## config.mk

```make
export PLATFORM = sky130hd
export DESIGN_NAME = pll_reconfig_ctrl
export DESIGN_NICKNAME = d
export VERILOG_FILES = /design/src/rtl/pll_ctrl_pkg.sv /design/src/rtl/pll_reconfig_ctrl_sync2.sv /design/src/rtl/pll_reconfig_ctrl.sv
export SDC_FILE = /design/constraint.sdc
export NUM_CORES = 1
export LEC_CHECK = 0
export CAP_MARGIN = 10
export CELL_PAD_IN_SITES_DETAIL_PLACEMENT = 0
export CELL_PAD_IN_SITES_GLOBAL_PLACEMENT = 1
export CORE_MARGIN = 2
export CORE_UTILIZATION = 44
export CTS_BUF_LIST = sky130_fd_sc_hd__clkbuf_8
export CTS_CLUSTER_DIAMETER = 30
export CTS_CLUSTER_SIZE = 28
export DETAILED_ROUTE_END_ITERATION = 16
export DONT_BUFFER_PORTS = 1
export HOLD_SLACK_MARGIN = 0.08
export PLACE_DENSITY = 0.72
export RECOVER_POWER = 25
export SLEW_MARGIN = 20
export SYNTH_ARGS = -nofsm -noshare
export SYNTH_HDL_FRONTEND = slang
export SYNTH_SLANG_ARGS = --single-unit
```

## constraint.sdc

```tcl
create_clock -name clk -period 3.7 [get_ports clk]
set_input_delay 0.925 -clock clk [delete_from_list [all_inputs] [get_ports clk]]
set_output_delay 0.925 -clock clk [all_outputs]
set_load 0.01 [all_outputs]
```

## src/rtl/pll_ctrl_pkg.sv

```systemverilog
// ----------------------------------------------------------------------------
// pll_ctrl_pkg: shared types and helpers for the PLL reconfiguration control.
// Rev 1.0
// ----------------------------------------------------------------------------
`default_nettype none

package pll_ctrl_pkg;

  localparam int DIV_W = 6;

  typedef enum logic [1:0] {
    ST_RESET     = 2'd0,
    ST_WAIT_LOCK = 2'd1,
    ST_IDLE      = 2'd2,
    ST_ERROR     = 2'd3
  } pll_state_e;

  // PLLVR samples FBDSEL/IDSEL active-low, so the natural value is inverted.
  function automatic logic [DIV_W-1:0] div_enc(input logic [DIV_W-1:0] v);
    return ~v;
  endfunction

  // Counter width for a limit of n; never narrower than one bit.
  function automatic int cnt_w(input int n);
    return (n < 2) ? 1 : $clog2(n);
  endfunction

endpackage

`default_nettype wire

```

## src/rtl/pll_reconfig_ctrl_sync2.sv

```systemverilog
// ----------------------------------------------------------------------------
// sync2: two-flop synchroniser, asynchronously cleared to 0.
// Rev 1.0
// ----------------------------------------------------------------------------
`default_nettype none

module sync2 (
  input  logic clk,
  input  logic rst_n,
  input  logic d_i,
  output logic q_o
);

  logic meta_q;
  logic sync_q;

  always_ff @(posedge clk or negedge rst_n) begin
    if (!rst_n) begin
      meta_q <= 1'b0;
      sync_q <= 1'b0;
    end else begin
      meta_q <= d_i;
      sync_q <= meta_q;
    end
  end

  assign q_o = sync_q;

endmodule

`default_nettype wire

```

## src/rtl/pll_reconfig_ctrl.sv

```systemverilog
// ----------------------------------------------------------------------------
// pll_reconfig_ctrl: sequences PLLVR divider changes (reset, release, relock).
// Rev 1.0
// ----------------------------------------------------------------------------
`default_nettype none

module pll_reconfig_ctrl
  import pll_ctrl_pkg::*;
#(
  parameter int INIT_FDIV    = 12,
  parameter int INIT_IDIV    = 5,
  parameter int RESET_CYCLES = 16,
  parameter int LOCK_STABLE  = 64,
  parameter int LOCK_TIMEOUT = 65536,
  parameter int MAX_RETRY    = 3
) (
  input  logic                              clk,
  input  logic                              rst_n,
  input  logic                              req_valid,
  output logic                              req_ready,
  input  logic [DIV_W-1:0]                  req_fdiv,
  input  logic [DIV_W-1:0]                  req_idiv,
  input  logic                              pll_lock,
  output logic                              pll_reset,
  output logic [DIV_W-1:0]                  fdiv,
  output logic [DIV_W-1:0]                  idiv,
  output logic                              locked,
  output logic                              busy,
  output logic                              err,
  output logic [cnt_w(MAX_RETRY+1)-1:0]     retry_cnt
);

  localparam int RST_W = cnt_w(RESET_CYCLES);
  localparam int STB_W = cnt_w(LOCK_STABLE);
  localparam int TO_W  = cnt_w(LOCK_TIMEOUT);
  localparam int RTY_W = cnt_w(MAX_RETRY + 1);

  localparam logic [RST_W-1:0] RST_LAST  = RST_W'(RESET_CYCLES - 1);
  localparam logic [STB_W-1:0] STB_LAST  = STB_W'(LOCK_STABLE - 1);
  localparam logic [TO_W-1:0]  TO_LAST   = TO_W'(LOCK_TIMEOUT - 1);
  localparam logic [RTY_W-1:0] RTY_MAX   = RTY_W'(MAX_RETRY);
  localparam logic [DIV_W-1:0] FDIV_INIT = div_enc(DIV_W'(INIT_FDIV));
  localparam logic [DIV_W-1:0] IDIV_INIT = div_enc(DIV_W'(INIT_IDIV));

  pll_state_e       state_q, state_d;
  logic [RST_W-1:0] rst_cnt_q, rst_cnt_d;
  logic [STB_W-1:0] stb_cnt_q, stb_cnt_d;
  logic [TO_W-1:0]  to_cnt_q, to_cnt_d;
  logic [RTY_W-1:0] retry_q, retry_d;
  logic [DIV_W-1:0] fdiv_q, fdiv_d;
  logic [DIV_W-1:0] idiv_q, idiv_d;
  logic             pll_reset_q, pll_reset_d;
  logic             locked_q, locked_d;
  logic             err_q, err_d;
  logic             ready_q, ready_d;
  logic             busy_q, busy_d;
  logic             lock_s;
  logic             accept;

  sync2 u_lock_sync (
    .clk   (clk),
    .rst_n (rst_n),
    .d_i   (pll_lock),
    .q_o   (lock_s)
  );

  assign accept = req_valid && ready_q;

  always_comb begin
    state_d     = state_q;
    rst_cnt_d   = '0;
    stb_cnt_d   = '0;
    to_cnt_d    = '0;
    retry_d     = retry_q;
    fdiv_d      = fdiv_q;
    idiv_d      = idiv_q;
    pll_reset_d = pll_reset_q;
    locked_d    = locked_q;
    err_d       = err_q;
    ready_d     = ready_q;
    busy_d      = busy_q;

    case (state_q)
      ST_RESET: begin
        if (rst_cnt_q == RST_LAST) begin
          state_d     = ST_WAIT_LOCK;
          pll_reset_d = 1'b0;
        end else begin
          rst_cnt_d = rst_cnt_q + 1'b1;
        end
      end
      ST_WAIT_LOCK: begin
        // Lock completion is checked first so it wins a same-cycle timeout.
        if (lock_s && (stb_cnt_q == STB_LAST)) begin
          state_d  = ST_IDLE;
          locked_d = 1'b1;
          ready_d  = 1'b1;
          busy_d   = 1'b0;
          retry_d  = '0;
        end else if (to_cnt_q == TO_LAST) begin
          if (retry_q < RTY_MAX) begin
            state_d     = ST_RESET;
            pll_reset_d = 1'b1;
            retry_d     = retry_q + 1'b1;
          end else begin
            state_d = ST_ERROR;
            err_d   = 1'b1;
            ready_d = 1'b1;
            busy_d  = 1'b0;
          end
        end else begin
          to_cnt_d  = to_cnt_q + 1'b1;
          stb_cnt_d = lock_s ? (stb_cnt_q + 1'b1) : '0;
        end
      end
      ST_IDLE: begin
        if (!lock_s) begin
          state_d     = ST_RESET;
          pll_reset_d = 1'b1;
          locked_d    = 1'b0;
          ready_d     = 1'b0;
          busy_d      = 1'b1;
          retry_d     = '0;
        end
      end
      default: begin
      end
    endcase

    // An accepted request overrides any lock-loss decision made above.
    if (accept) begin
      state_d     = ST_RESET;
      rst_cnt_d   = '0;
      fdiv_d      = div_enc(req_fdiv);
      idiv_d      = div_enc(req_idiv);
      pll_reset_d = 1'b1;
      locked_d    = 1'b0;
      err_d       = 1'b0;
      retry_d     = '0;
      ready_d     = 1'b0;
      busy_d      = 1'b1;
    end
  end

  always_ff @(posedge clk or negedge rst_n) begin
    if (!rst_n) begin
      state_q     <= ST_RESET;
      rst_cnt_q   <= '0;
      stb_cnt_q   <= '0;
      to_cnt_q    <= '0;
      retry_q     <= '0;
      fdiv_q      <= FDIV_INIT;
      idiv_q      <= IDIV_INIT;
      pll_reset_q <= 1'b1;
      locked_q    <= 1'b0;
      err_q       <= 1'b0;
      ready_q     <= 1'b0;
      busy_q      <= 1'b1;
    end else begin
      state_q     <= state_d;
      rst_cnt_q   <= rst_cnt_d;
      stb_cnt_q   <= stb_cnt_d;
      to_cnt_q    <= to_cnt_d;
      retry_q     <= retry_d;
      fdiv_q      <= fdiv_d;
      idiv_q      <= idiv_d;
      pll_reset_q <= pll_reset_d;
      locked_q    <= locked_d;
      err_q       <= err_d;
      ready_q     <= ready_d;
      busy_q      <= busy_d;
    end
  end

  assign req_ready = ready_q;
  assign pll_reset = pll_reset_q;
  assign fdiv      = fdiv_q;
  assign idiv      = idiv_q;
  assign locked    = locked_q;
  assign busy      = busy_q;
  assign err       = err_q;
  assign retry_cnt = retry_q;

endmodule

`default_nettype wire

```

==> results.py <==
metrics = {
    "die": {
        "num_rows": 25,
        "die_w_microns": 75.33,
        "start_util": 0.4647,
        "dieArea_sq_mm": 0.005674,
        "core_sq_mm": 0.004817,
        "die_h_microns": 75.33,
        "io_pins": 35,
    },
    "clock_tree": {
        "postCtsSetupRepairBufs": 0,
        "cts_hold_buf": 0,
        "cts_resized": 0,
        "cts_buffers": 5,
        "htreeDepth": 2,
        "clkTransAtPathRegs_ps": 90,
        "cts_sinks": 49,
        "clock-root-buffer": "clkbuf_8",
        "clk_latency_ps": 300,
        "clock_path_buffers": 2,
        "cts_tree": "built",
    },
    "logic_synthesis": {
        "async_reset_ff_frac": 1.000,
        "syn_area_per_cell_sq_um": 10.17,
        "ys_types": 35,
        "synthCells": 220,
        "yosysSeqAreaShare": 0.5534,
        "yosysWarnings": 0,
        "synth_nets": 243,
        "synthFlopType": "dfrtp_1",
        "synth_area_sq_mm": 0.002238,
        "synth_edf_count": 0,
        "ys_ff_latch": 49,
    },
    "timing": {
        "skew_ps": 2.695,
        "rsz0062_at_grt": "no",
        "final.period_utilization": 0.5772,
        "fin_crit_ps": 2135,
        "relSlewSlack": 0.3879,
        "final_max_slew_viol_count": 0,
        "fin_setup_tns_ps": 0,
        "fmax_ghz": 0.4683,
        "finalSetupViolations": 0,
        "setup_slack_ps": 1565,
        "tightest_slew_ps": 915.9,
        "hold_viol": 0,
    },
    "grt": {
        "grt_pass1_vias": 1649,
        "grtUsageTotal": 0.1753,
        "grt_antenna_before_repair": 0,
        "gr-total-overflow": 0,
        "grt_pass1_wl_mm": 7.486,
        "grt_max_degree": 50,
    },
    "place": {
        "io_buffers": 0,
        "pre_cts_slack_ps": 1406,
        "hpwl_mm": 3.018,
        "gp_congestion": 0.7649,
    },
    "detailed_routing": {
        "viasPerCell": 5.269,
        "num_vias": 1528,
        "drc": 0,
        "first_iter_violations": 91,
        "antenna_left": 0,
        "dr.pass1.iters": 4,
        "routedWlPerCell_microns": 14.51,
        "totalWireLength_mm": 4.207,
    },
    "worst_setup_path": {
        "worst-path-max-fanout": 14,
        "end_kind": "register",
        "cp.required_ps": 3890,
        "criticalPathCategory": "reg -> reg",
        "arrival_ps": 2320,
        "cp-start-kind": "register",
    },
    "power": {
        "max-vdd-ir-drop_v": 0.0002528,
        "power_density_mw_per_mm2": 411.1,
        "leakage_nw": 1.047,
    },
    "cells_and_area": {
        "final_layout_size_suffix_gt1_frac": 0.1031,
        "layout_commonest_cell": "dfrtp_1",
        "layout_common_cells": "dfrtp_1, nor2_1, nand2_1",
        "diodes": 0,
        "syn_to_final_growth_pct": 8.999,
        "layout.nets": 245,
        "fin_util": 0.5065,
    },
    "run_status": {
        "status": "finished clean",
    },
    "min_path": {
        "min_path_type": "in -> async",
    },
    "flow_run": {
        "drv_cap": 0,
    },
}
## cell usage after synthesis (2+ instances only)
master,instances,area share
and2_1,2,0.0056
ha_1,7,0.039
o22ai_1,2,0.0056
xnor2_1,10,0.039
and4_1,2,0.0078
or3_1,3,0.0084
nor2b_1,2,0.0056
nand3_1,10,0.022
dfstp_2,10,0.12
and3_1,2,0.0056
a21oi_1,9,0.020
inv_1,7,0.012
nand2_1,28,0.047
o21ai_0,16,0.036
a31oi_1,2,0.0056
nor4_1,2,0.0056
mux2i_1,4,0.018
xor2_1,8,0.031
nand4_1,6,0.017
nor2_1,31,0.052
nor3_1,2,0.0045
clkbuf_1,4,0.0067
dfrtp_1,39,0.44
## report_power, final
part | leakage [nW] | total, mW | internal, mW | switching [mW]
combinational | 0.362 | 0.00548 | 0.00267 | 0.00281
sequential | 0.616 | 0.543 | 0.539 | 0.00342
clock | 0.0687 | 0.455 | 0.272 | 0.183
## stage by stage
stage                     hold WS, ps  total power [mW]  instance area [sq um]  instances
after global placement          334.1            0.5580                   2302        282
final                           306.4             1.003                   2440        290
after floorplan                 331.2            0.5565                   2238        220
after detailed placement        363.5            0.5587                   2302        282
after CTS                       294.0             1.016                   2440        290
after global routing            277.6             1.040                   2440        290
## state kept, by name (all words and copies together) (netlist names), 2 cells and up
name	cells
retry_cnt	2
to_cnt_q	16
fdiv	6
idiv	6
stb_cnt_q	6
rst_cnt_q	4
state_q	2
## final cells by class
class,instances,area [sq um]
Clock inverter,3,68.82
Sequential cell,49,1239
Multi-Input combinational cell,159,953.4
Clock buffer,5,68.82
Tap cell,67,83.83
Inverter,7,26.28
Fill cell,448,2377
## path summary, 6_finish.rpt
check,start,to,slack [ps],cells past startpoint
setup reg to reg,stb_cnt_q[0],state_q[1],1560,6
hold / removal,rst_n,to_cnt_q[13],310,0
setup / recovery,stb_cnt_q[0],state_q[1],1560,6
hold reg to reg,u_lock_sync.meta_q,u_lock_sync.q_o,390,0
min in group clk,u_lock_sync.meta_q,u_lock_sync.q_o,390,0
max in group asynchronous,rst_n,fdiv[5],3200,0
## worst max-delay path, cell delays in order, from the launching register on
cell	delay (ps)
dfrtp_1	380
ha_1	200
nand3_1	180
o21ai_0	540
nand2b_2	410
nand2_1	160
mux2i_1	150
## cells by family after synthesis
family / synth area share
adder cells (fa/ha/maj): 0.03913
flip-flops: 0.5534
AND/OR/NAND/NOR: 0.2029
AO/OA/AOI/OAI: 0.09559
multiplexers: 0.01789
buffers and inverters: 0.02068
XOR/XNOR: 0.07043
## metal layers
metal | vias up | GRT usage | routed length (microns) | part of all wire
met2 | 33 | 0.2860 | 2002 | 0.48
met3 | 10 | 0.05291 | 207 | 0.049
met5 | - | 0 | 0 | 0
met1 | 728 | 0.2172 | 1907 | 0.45
met4 | 0 | 0.07407 | 89 | 0.021
li1 | 757 | - | - | -
(Power assumes the default switching activity.)
